==> src/rtl/seq_multiplier.sv <==
// seq_multiplier: iterative radix-2 shift-add multiplier, unsigned or two's-complement,
// one word_width-iteration multiply per start/done transaction.
module fast_adder #(
  parameter int WIDTH        = 16,
  parameter int CASCADE_SIZE = 4
) (
  input  logic [WIDTH-1:0] i_a,
  input  logic [WIDTH-1:0] i_b,
  input  logic             i_c,
  output logic [WIDTH-1:0] o_s,
  output logic             o_c
);
  localparam int N = WIDTH / CASCADE_SIZE;
  logic [N:0] w_c;
  assign w_c[0] = i_c;
  assign o_c    = w_c[N];
  // Carry-select: each group precomputes both carry-in outcomes
  for (genvar g = 0; g < N; g++) begin : g_blk
    logic [CASCADE_SIZE:0] w_s0, w_s1;
    assign w_s0 = {1'b0, i_a[g*CASCADE_SIZE +: CASCADE_SIZE]} + {1'b0, i_b[g*CASCADE_SIZE +: CASCADE_SIZE]};
    assign w_s1 = w_s0 + (CASCADE_SIZE+1)'(1);
    assign {w_c[g+1], o_s[g*CASCADE_SIZE +: CASCADE_SIZE]} = w_c[g] ? w_s1 : w_s0;
  end
endmodule

// polyshift_r: double-precision right shift, i_fill enters at the msb end.
module polyshift_r #(
  parameter int WIDTH      = 32,
  parameter int SHIFT_SIZE = 1
) (
  input  logic [WIDTH-1:0]      i_data,
  input  logic [SHIFT_SIZE-1:0] i_fill,
  output logic [WIDTH-1:0]      o_data
);
  assign o_data = {i_fill, i_data[WIDTH-1:SHIFT_SIZE]};
endmodule

module seq_multiplier #(
  parameter int word_width    = 16,
  parameter int adder_cascade = 4
) (
  input  logic                      clk,
  input  logic                      reset,
  input  logic                      start,
  input  logic                      is_signed,
  input  logic [word_width-1:0]     A,
  input  logic [word_width-1:0]     B,
  output logic                      busy,
  output logic                      done,
  output logic [2*word_width-1:0]   R
);
  localparam int W  = word_width;
  localparam int CW = $clog2(W);
  typedef enum logic [1:0] {IDLE, RUN, FIX, DONE} state_t;
  state_t r_state, w_next;
  logic [W-1:0]  r_m, r_h, r_l, w_add, w_s, w_h, w_l;
  logic          r_neg, w_c, w_accept;
  logic [CW-1:0] r_cnt;
  assign w_accept = start & (r_state == IDLE || r_state == DONE);
  assign w_add    = r_l[0] ? r_m : '0;
  assign busy     = r_state == RUN || r_state == FIX;
  assign done     = r_state == DONE;
  fast_adder #(.WIDTH(W), .CASCADE_SIZE(adder_cascade)) u_add (
    .i_a(r_h), .i_b(w_add), .i_c(1'b0), .o_s(w_s), .o_c(w_c)
  );
  polyshift_r #(.WIDTH(2*W), .SHIFT_SIZE(1)) u_shift (
    .i_data({w_s, r_l}), .i_fill(w_c), .o_data({w_h, w_l})
  );
  always_ff @(posedge clk or negedge reset) begin
    if (!reset) r_state <= IDLE;
    else        r_state <= w_next;
  end
  always_comb begin
    w_next = r_state;
    w_next = (r_state == RUN) ? ((r_cnt == CW'(W-1)) ? FIX : RUN) :
             (r_state == FIX) ? DONE :
             w_accept         ? RUN  : IDLE;
  end
  // Operands are stored as magnitudes; the sign is reapplied once at FIX
  always_ff @(posedge clk or negedge reset) begin
    if (!reset) begin
      r_m   <= '0;
      r_h   <= '0;
      r_l   <= '0;
      r_neg <= 1'b0;
      r_cnt <= '0;
      R     <= '0;
    end else if (w_accept) begin
      r_m   <= (is_signed & A[W-1]) ? -A : A;
      r_l   <= (is_signed & B[W-1]) ? -B : B;
      r_h   <= '0;
      r_neg <= is_signed & (A[W-1] ^ B[W-1]);
      r_cnt <= '0;
    end else if (r_state == RUN) begin
      r_h   <= w_h;
      r_l   <= w_l;
      r_cnt <= r_cnt + 1'b1;
    end else if (r_state == FIX) begin
      R <= r_neg ? -{r_h, r_l} : {r_h, r_l};
    end
  end
endmodule

==> config.mk <==
export PLATFORM = sky130hd
export DESIGN_NAME = seq_multiplier
export DESIGN_NICKNAME = d
export VERILOG_FILES = /design/src/rtl/seq_multiplier.sv
export SDC_FILE = /design/constraint.sdc
export NUM_CORES = 1
export LEC_CHECK = 0
export CAP_MARGIN = 20
export CORE_MARGIN = 5
export CORE_UTILIZATION = 45
export CTS_BUF_LIST = sky130_fd_sc_hd__clkbuf_8
export CTS_CLUSTER_SIZE = 10
export DETAILED_ROUTE_END_ITERATION = 10
export GPL_ROUTABILITY_DRIVEN = 0
export PLACE_DENSITY = 0.67
export SYNTH_ARGS = -nofsm -noshare
export SYNTH_HDL_FRONTEND = slang
export SYNTH_SLANG_ARGS = --single-unit
==> constraint.sdc <==
create_clock -name clk -period 4.3 [get_ports clk]
set_clock_uncertainty 0.1 [all_clocks]
set_input_delay 0.86 -clock clk [delete_from_list [all_inputs] [get_ports clk]]
set_output_delay 0.86 -clock clk [all_outputs]
set_load 0.05 [all_outputs]
# After elaboration in Yosys (flattened, before gate mapping)
# Cells that the tools add are included.
word_totals:
  output_inout_bits: 34
  inputBits: 36
  word_cells: 51
  reg_bits: 87
op_classes:
  mux: 17
  bitwise_logic: 7
  addsub: 11
  n_eq_ne: 4
  reduce_logical: 5
op_table:
  columns: ["operator", "n"]
  rows:
  - ["2-to-1 mux 16 bit", 7]
  - ["2-to-1 mux 32 bit", 1]
  - ["negation 16 bit", 2]
  - ["negation 32 bit", 1]
  - ["adder 4 x 4 -> 5 bit", 4]
  - ["adder 5 x 1 -> 5 bit, second input constant", 3]
  - ["2-to-1 mux 5 bit", 3]
  - ["2-to-1 mux 4 bit", 2]
  - ["2-to-1 mux 2 bit", 3]
  - ["adder 4 x 1 -> 4 bit, second input constant", 1]
  - ["AND 1 bit", 4]
  - ["equality test 2 bit, second input constant", 2]
  - ["equality test 4 bit, second input constant", 1]
  - ["AND reduction 3 bit", 1]
  - ["equality test 2 x 1 -> 1 bit, second input constant", 1]
  - ["zero test 2 bit", 1]
  - ["logical OR 1 bit", 2]
  - ["NOT 1 bit", 2]
  - ["nonzero test 2 bit", 1]
  - ["2-to-1 mux 1 bit", 1]
  - ["XOR 1 bit", 1]

# Depth between registers and ports, before layout
# Gate-level depths: netlist (run 1).
depth:
  word_depth: 8
  ltp_mapped: 13
  mapped_depth_nobuf: 11

# By module
# From an unflattened synthesis (run 1), not the netlist that was laid out.
hier_totals:
  hier_cells: 670
  area_unflattened_um2: 6114.6
by_module_without_submodules:
  columns: ["mod", "cells_per_inst", "area_per_inst_um2", "n_inst", "seq_area_each_um2"]
  rows:
  - ["seq_multiplier", 520, 4848.4, 1, 2177.1]
  - ["fast_adder", 118, 1026.0, 1, 0.0]
  - ["polyshift_r", 32, 240.2, 1, 0.0]

# Worst setup path after synthesis (run 1)
# Ideal clock, no wire load.
synth_path:
  kind: "flip-flop to flip-flop"
  from: "register r_l[0]"
  to: "register r_h[15]"
  path_slack_ns: 0.973
  path_buffers: 2
  t_arrival_ns: 3.097
  setup_ns: 0.130
  synth_period_minus_slack_ns: 3.327
  stages_incl_launch_ff: 14
  t_required_ns: 4.070
  cell_sequence: "dfrtp_1 > clkbuf_1 > clkbuf_1 > and2_1 > ha_1 > inv_1 > fa_1 > nor2b_1 > o21ai_0 > a2111oi_2 > mux2i_1 > xor2_1 > o211a_1 > nor3_1"
synth_between:
  elab_chain_len: 8
  word_cells_on_any_way: 13
  classes_between: "add/sub (7); mux (6)"
synth_rtl:
  columns: ["element", "line", "rtl"]
  rows:
  - ["from (decl)", "56", "logic [W-1:0] r_m, r_h, r_l, w_add, w_s, w_h, w_l;"]
  - ["from (signal assigned)", "90", "r_l <= (is_signed & B[W-1]) ? -B : B;"]
  - ["from (signal assigned)", "96", "r_l <= w_l;"]
  - ["2-to-1 mux 16 bit (*)", "60", "assign w_add = r_l[0] ? r_m : '0;"]
  - ["adder 4 x 4 -> 5 bit", "20", "assign w_s0 = {1'b0, i_a[g*CASCADE_SIZE +: CASCADE_SIZE]} + {1'b0, i_b[g*CASCADE_SIZE +: CASCADE_SIZE]};"]
  - ["adder 5 x 1 -> 5 bit", "21", "assign w_s1 = w_s0 + (CASCADE_SIZE+1)'(1);"]
  - ["2-to-1 mux 5 bit (2 in a row)", "22", "assign {w_c[g+1], o_s[g*CASCADE_SIZE +: CASCADE_SIZE]} = w_c[g] ? w_s1 : w_s0;"]
  - ["2-to-1 mux 5 bit (*)", "22", null]
  - ["2-to-1 mux 16 bit (*)", "94", "end else if (r_state == RUN) begin"]
  - ["2-to-1 mux 16 bit (*)", "88", "end else if (w_accept) begin"]
  - ["to (signal assigned)", "95", "r_h <= w_h;"]
  - ["to (decl)", "56", null]
# Mark *: on every way between the ends. The rest lies on a longest branch, timed or not. The select of a mux whose other input is x is not followed.
# A chain may end at the register's enable or synchronous reset.

# Worst setup path after layout (run 1)
layout_path:
  from: "register r_l[0]"
  to: "register r_h[13]"
# The elaborated chain is that of the path after synthesis.

==> impl_metrics.ini, run 1 <==
[global_routing]
antenna_found_initial = 0
grt-ovfl-total = 0
grtUsageMet2 = 0.288
met3_usage = 0.0309
busiest_layer = met2
grt_pass1_vias = 4530
grt_pass1_wl_um = 21400
grt_use_met1 = 0.242
grt_max_degree = 66
grt_usage = 0.179

[place]
post-place-ws_ns = 0.640
port_buffers = 69
hpwl_um = 9380

[synthesis]
avgSynthCellArea_um2 = 8.99
synth_cells = 613
yosys-top-cells-count = 87 x dfrtp_1, 63 x nand2_1, 58 x nor2_1
netlist_area_mm2 = 0.00551
synth_edf_count = 0
synth_top_flop_cell = dfrtp_1
async_reset_ff_frac = 1.00
syn_nets = 679
synth_cell_types = 41
yosys.area.top_type = dfrtp_1
synthTopCellsByArea = dfrtp_1 40%, xor2_1 7.9%, ha_1 5.9%
synth_top_area_share = 0.395
ys_seq_elements = 87
synth_most_common_cell = dfrtp_1
yosysWarnings = 0
yosysSeqAreaShare = 0.395

[sta]
slew-limit-headroom = 0.348
period_needed_ns = 3.68
worstMarginPinSlew_ns = 0.977
rsz0062_at_grt = no
fin_crit_sh = 0.855
fin_ws_ns = 0.623
tns_ns = 0
fmax_mhz = 272
hold_viol = 0
finalSetupViolations = 0
slew_violations = 0

[cells_and_area]
diodes = 0
fillers = 1146
syn2layout_area_growth_pct = 18.9
final_nets = 734
layout-drive-gt1-share = 0.0505

[setup_path]
path_common_cell = xor2_1
cp_max_fo = 21
crit_path_top_delay_cell = dfrtp_1
start_kind = flop
r2r_cells = 10
r2r-start = r_l[0]$_DFFE_PN0P_
crit_chain = and2_1 > ha_1 > fa_1 > xor2_1 > nand2_1 > a2111oi_2 > mux2i_1 > xor2_1 > o21ai_0 > a31oi_1
r2r_setup_slack_ns = 0.62
critical_path.top_delay_family = compound AO/OA/AOI/OAI gates
timing.critical_path.buf_inv = 0
r2r_end = r_h[13]$_DFFE_PN0P_
max_stage_delay_ns = 0.59
criticalPathCategory = reg -> reg
required_ns = 4.48
cp.arrival_ns = 3.86
crit_path_end_kind = flop

[floorplanning]
die_y_um = 121
num_io_pins = 70
dieWidth_um = 121
rows = 40
core_mm2 = 0.0120
start_util = 0.459
fp.dieArea_mm2 = 0.0146

[min_path]
hp-class = reg -> reg
min-delay-start = r_m[15]$_DFFE_PN0P_
min_path_cells = 2
hold_path_end = r_m[15]$_DFFE_PN0P_

[detailed_routing]
wl_per_cell_um = 15.0
drc = 0
num_vias = 4479
drtIter0Drc = 274
routed_wirelength_um = 12300
final_antenna_net_count = 0
post_drt_via_cell_ratio = 5.46
first_pass_iters = 4

[clocking]
insertion_delay_ns = 0.36
cts.clk_slew.worst_paths_ns = 0.09
ctsRootBufferMaster = clkbuf_8
ctsLongestPathBuffers = 2
cts_made_buffers = 9
cts_resized = 0
postCtsSetupBuffers = 0
hold_buffers = 0
cts_tree = built
cts_sinks = 87
cts_htree_levels = 3

[power_and_ir_drop]
pwr_density_cell_mw_per_mm2 = 785
p_leak_nw = 2.93
vdd_ir_drop_max_mv = 0.241

[run]
maxCapViolCount = 0

[outcome]
status = finished, final reports clean
flip-flops by register name (all words and copies together), names as in the netlist:
| register | count |
|---|---|
| r_state | 2 |
| r_m | 16 |
| r_l | 16 |
| R | 32 |
| r_h | 16 |
| r_neg | 1 |
| r_cnt | 4 |
worst max path at each step:
stage                       startpoint  cells past startpoint  slack (ns)                  end
floorplan           r_l[0]$_DFFE_PN0P_                     13        0.97  r_h[15]$_DFFE_PN0P_
global placement    r_l[0]$_DFFE_PN0P_                     10        0.74  r_h[14]$_DFFE_PN0P_
detailed placement  r_l[0]$_DFFE_PN0P_                     10        0.64  r_h[13]$_DFFE_PN0P_
CTS                 r_l[0]$_DFFE_PN0P_                     11        0.63  r_h[13]$_DFFE_PN0P_
global route        r_l[0]$_DFFE_PN0P_                     10        0.28  r_h[13]$_DFFE_PN0P_
finish              r_l[0]$_DFFE_PN0P_                     10        0.62  r_h[13]$_DFFE_PN0P_
final cells by class:
type                       instances  area (um^2)  share of cell area
tap                              147          184              0.0281
multi-input combinational        473         3140               0.479
clock inverter                     6         67.6              0.0103
sequential                        87         2180               0.332
clock buffer                      10          138              0.0210
inverter                          22         82.6              0.0126
timing repair buffer              75          766               0.117
kinds of logic (layout without fill, tap and decap cells):
logic type                 after synthesis  after routing  synth area share
and+or+nand+nor                        199            199             0.173
AOI/OAI and AO/OA                      143            143             0.155
DFF                                     87             87             0.395
xor gates and xnor gates                75             75             0.119
buffers and inverters                   53            113            0.0361
adders and majority gates               30             30            0.0736
muxes                                   26             26            0.0475
routing by layer:
layer  wire length (um)  vias to the layer above
met4                238                        0
met5                  0                        -
met1               5820                     2129
met3                464                       20
li1                   -                     2239
met2               5780                       91
per-stage QoR:
stage | power, mW | cell area [um^2] | std cells | util | hold WS [ns]
floorplan | 3.72 | 5510 | 613 | - | 0.338
global placement | 4.45 | 6290 | 801 | 0.524 | 0.359
detailed placement | 4.56 | 6310 | 802 | 0.525 | 0.362
CTS | 5.18 | 6510 | 818 | 0.542 | 0.384
global route | 5.60 | 6550 | 820 | 0.546 | 0.411
finish | 5.15 | 6550 | 820 | 0.546 | 0.379
worst register-to-register path, stage by stage (launching register included):
cell,delay (ns)
dfrtp_1,0.59
and2_1,0.25
ha_1,0.20
fa_1,0.41
xor2_1,0.28
nand2_1,0.10
a2111oi_2,0.47
mux2i_1,0.29
xor2_1,0.55
o21ai_0,0.18
a31oi_1,0.19
cell usage in the layout, fill, tap and decap left out, types with 3 or more instances in the layout:
cell type | synthesis | layout
and3_1 | 3 | 3
or3_1 | 9 | 9
buf_4 | 0 | 4
o41ai_1 | 5 | 5
a21o_1 | 6 | 6
nand2_1 | 63 | 63
ha_1 | 26 | 24
a31oi_1 | 4 | 4
dfrtp_1 | 87 | 87
o21ai_0 | 49 | 49
o31ai_1 | 16 | 16
a21oi_1 | 51 | 51
a211oi_1 | 7 | 7
nand4_1 | 8 | 8
xor2_1 | 50 | 50
nand3_1 | 7 | 7
nor4_1 | 5 | 5
and2_1 | 18 | 18
clkbuf_8 | 0 | 10
inv_1 | 22 | 22
fa_1 | 4 | 4
nor2_1 | 58 | 58
clkdlybuf4s50_1 | 0 | 68
nor3_1 | 8 | 8
nand3b_1 | 3 | 3
nor2b_1 | 4 | 4
mux2i_1 | 25 | 25
xnor2_1 | 25 | 25
report_power, final:
part	internal [mW]	switching, mW	total [mW]
Clock	0.288	0.313	0.600
Combinational	1.18	1.69	2.87
Sequential	1.23	0.444	1.67
Total	2.70	2.45	5.15
Power figures use the tool's default switching activity.
==> run 2: changes to the inputs <==
Settings changed: CORE_UTILIZATION 45 to 58, PLACE_DENSITY 0.67 to 0.83.
==> impl_metrics.ini, run 2 (synthesis gave the netlist of run 1 again) <==
[sta]
slew_violations = 0
worstMarginPinSlew_ns = 0.987
finalSetupViolations = 0
fin_crit_sh = 0.810
period_needed_ns = 3.48
tns_ns = 0
fmax_mhz = 287
slew-limit-headroom = 0.342
hold_viol = 0
rsz0062_at_grt = no

[power_and_ir_drop]
p_sw_frac = 0.481
internal_power_mw = 2.72
vdd_ir_drop_max_mv = 0.398
p_leak_nw = 2.96
p_sw_mw = 2.52
combPwrFrac = 0.564
pwr_density_cell_mw_per_mm2 = 797
clockPowerShare = 0.118
seqPwrFrac = 0.318

[clocking]
cts_made_buffers = 9
ctsLongestPathBuffers = 2
ctsRootBufferMaster = clkbuf_8
cts_sinks = 87
hold_buffers = 0
insertion_delay_ns = 0.37
postCtsSetupBuffers = 0
cts.clk_slew.worst_paths_ns = 0.09
cts_resized = 0
cts_tree = built
cts_htree_levels = 3

[setup_path]
crit_path_end_kind = flop
required_ns = 4.47
max_stage_delay_ns = 0.50
crit_path_top_delay_cell = a2111oi_2
path_common_cell = xor2_1
cp_max_fo = 9
crit_chain = and2_1 > ha_1 > fa_1 > xor2_1 > nand2_1 > a2111oi_2 > mux2i_1 > xor2_1 > o21ai_0 > a31oi_1
cp.arrival_ns = 3.65
start_kind = flop
criticalPathCategory = reg -> reg

[cells_and_area]
final_nets = 735
fin_cells = 803
final_area_mm2 = 0.00658
final_common_cell = dfrtp_1
largest_register_ffs = 32
diodes = 0
fillers = 705
syn2layout_area_growth_pct = 19.4
layout-drive-gt1-share = 0.0519
layout_common_cells = 87 x dfrtp_1, 68 x clkdlybuf4s50_1, 63 x nand2_1, 58 x nor2_1, 51 x a21oi_1
top_register = R

[place]
hpwl_um = 9280
placed_cell_area_mm2 = 0.00627
port_buffers = 69
place_inst = 783

[floorplanning]
core_mm2 = 0.00924
num_io_pins = 70
dieWidth_um = 107
die_y_um = 107
rows = 35
start_util = 0.596
fp.dieArea_mm2 = 0.0115

[detailed_routing]
final_antenna_net_count = 0
num_vias = 4644
drtIter0Drc = 319
wl_per_cell_um = 15.9
post_drt_via_cell_ratio = 5.78
first_pass_iters = 5
routed_wirelength_um = 12800
drc = 0

[global_routing]
grt-ovfl-total = 0
busiest_layer = met2
grt_pass1_wl_um = 21400
grtUsageMet2 = 0.391
grt_max_degree = 88
antenna_found_initial = 0
grt_usage = 0.230
grt_use_met1 = 0.306
grt_pass1_vias = 4516
met3_usage = 0.0276

[min_path]
hp-class = in -> async

[outcome]
status = finished, final reports clean

[run]
maxCapViolCount = 0
run 2: cell types whose count changed in the layout (fill, tap and decap cells not counted):
cell	delta
inv_8	+1
clkinv_4	+2
clkinv_2	-1
clkinvlp_4	-2
buf_8	-1
buf_16	+2
run 2: critical path, delay by kind of cell (launching register included):
family	cells	cell delay (ns)
flip-flops	1	0.42
adder cells (fa/ha/maj)	2	0.62
AO/OA/AOI/OAI	3	0.92
AND/OR/NAND/NOR	2	0.25
XOR/XNOR	2	0.78
multiplexers	1	0.28
run 2: power groups by stage:
stage               combinational, mW  sequential (mW)  clock (mW)
CTS                              2.93             1.66       0.629
finish                           2.96             1.67       0.619
global placement                 2.78             1.64           0
floorplan                        1.67             2.05           0
detailed placement               2.90             1.67           0
global route                     3.25             1.73       0.664
run 2: routing by layer:
| layer | vias to the layer above | wire, um |
|---|---|---|
| met5 | - | 0 |
| met4 | 0 | 240 |
| met3 | 24 | 615 |
| met1 | 2238 | 5540 |
| met2 | 135 | 6370 |
| li1 | 2247 | - |
run 2: path summary, 6_finish.rpt:
path	start	to	slack, ns	depth (start not counted)
setup / recovery	r_l[0]$_DFFE_PN0P_	r_h[13]$_DFFE_PN0P_	0.82	10
hold / removal	reset	r_m[14]$_DFFE_PN0P_	0.29	1
setup reg to reg	r_l[0]$_DFFE_PN0P_	r_h[13]$_DFFE_PN0P_	0.82	10
hold reg to reg	r_m[9]$_DFFE_PN0P_	r_m[9]$_DFFE_PN0P_	0.38	2
max in group asynchronous	reset	R[26]$_DFFE_PN0P_	3.20	2
min in group clk	r_m[9]$_DFFE_PN0P_	r_m[9]$_DFFE_PN0P_	0.38	2
run 2: layout make-up:
type	count	area (um^2)	area share
Timing Repair Buffer	76	806	0.122
Sequential cell	87	2180	0.331
Tap cell	129	161	0.0245
Multi-Input combinational cell	473	3140	0.477
Inverter	22	82.6	0.0125
Clock buffer	10	138	0.0209
Clock inverter	6	76.3	0.0116
run 2: metrics by stage:
stage	utilization	worst slack, ns	hold WS (ns)	power (mW)
after floorplan	-	0.973	0.338	3.72
after CTS	0.702	0.847	0.388	5.22
final	0.712	0.819	0.291	5.24
after detailed placement	0.679	0.852	0.367	4.57
after global routing	0.712	0.552	0.314	5.65
after global placement	0.679	1.03	0.359	4.41
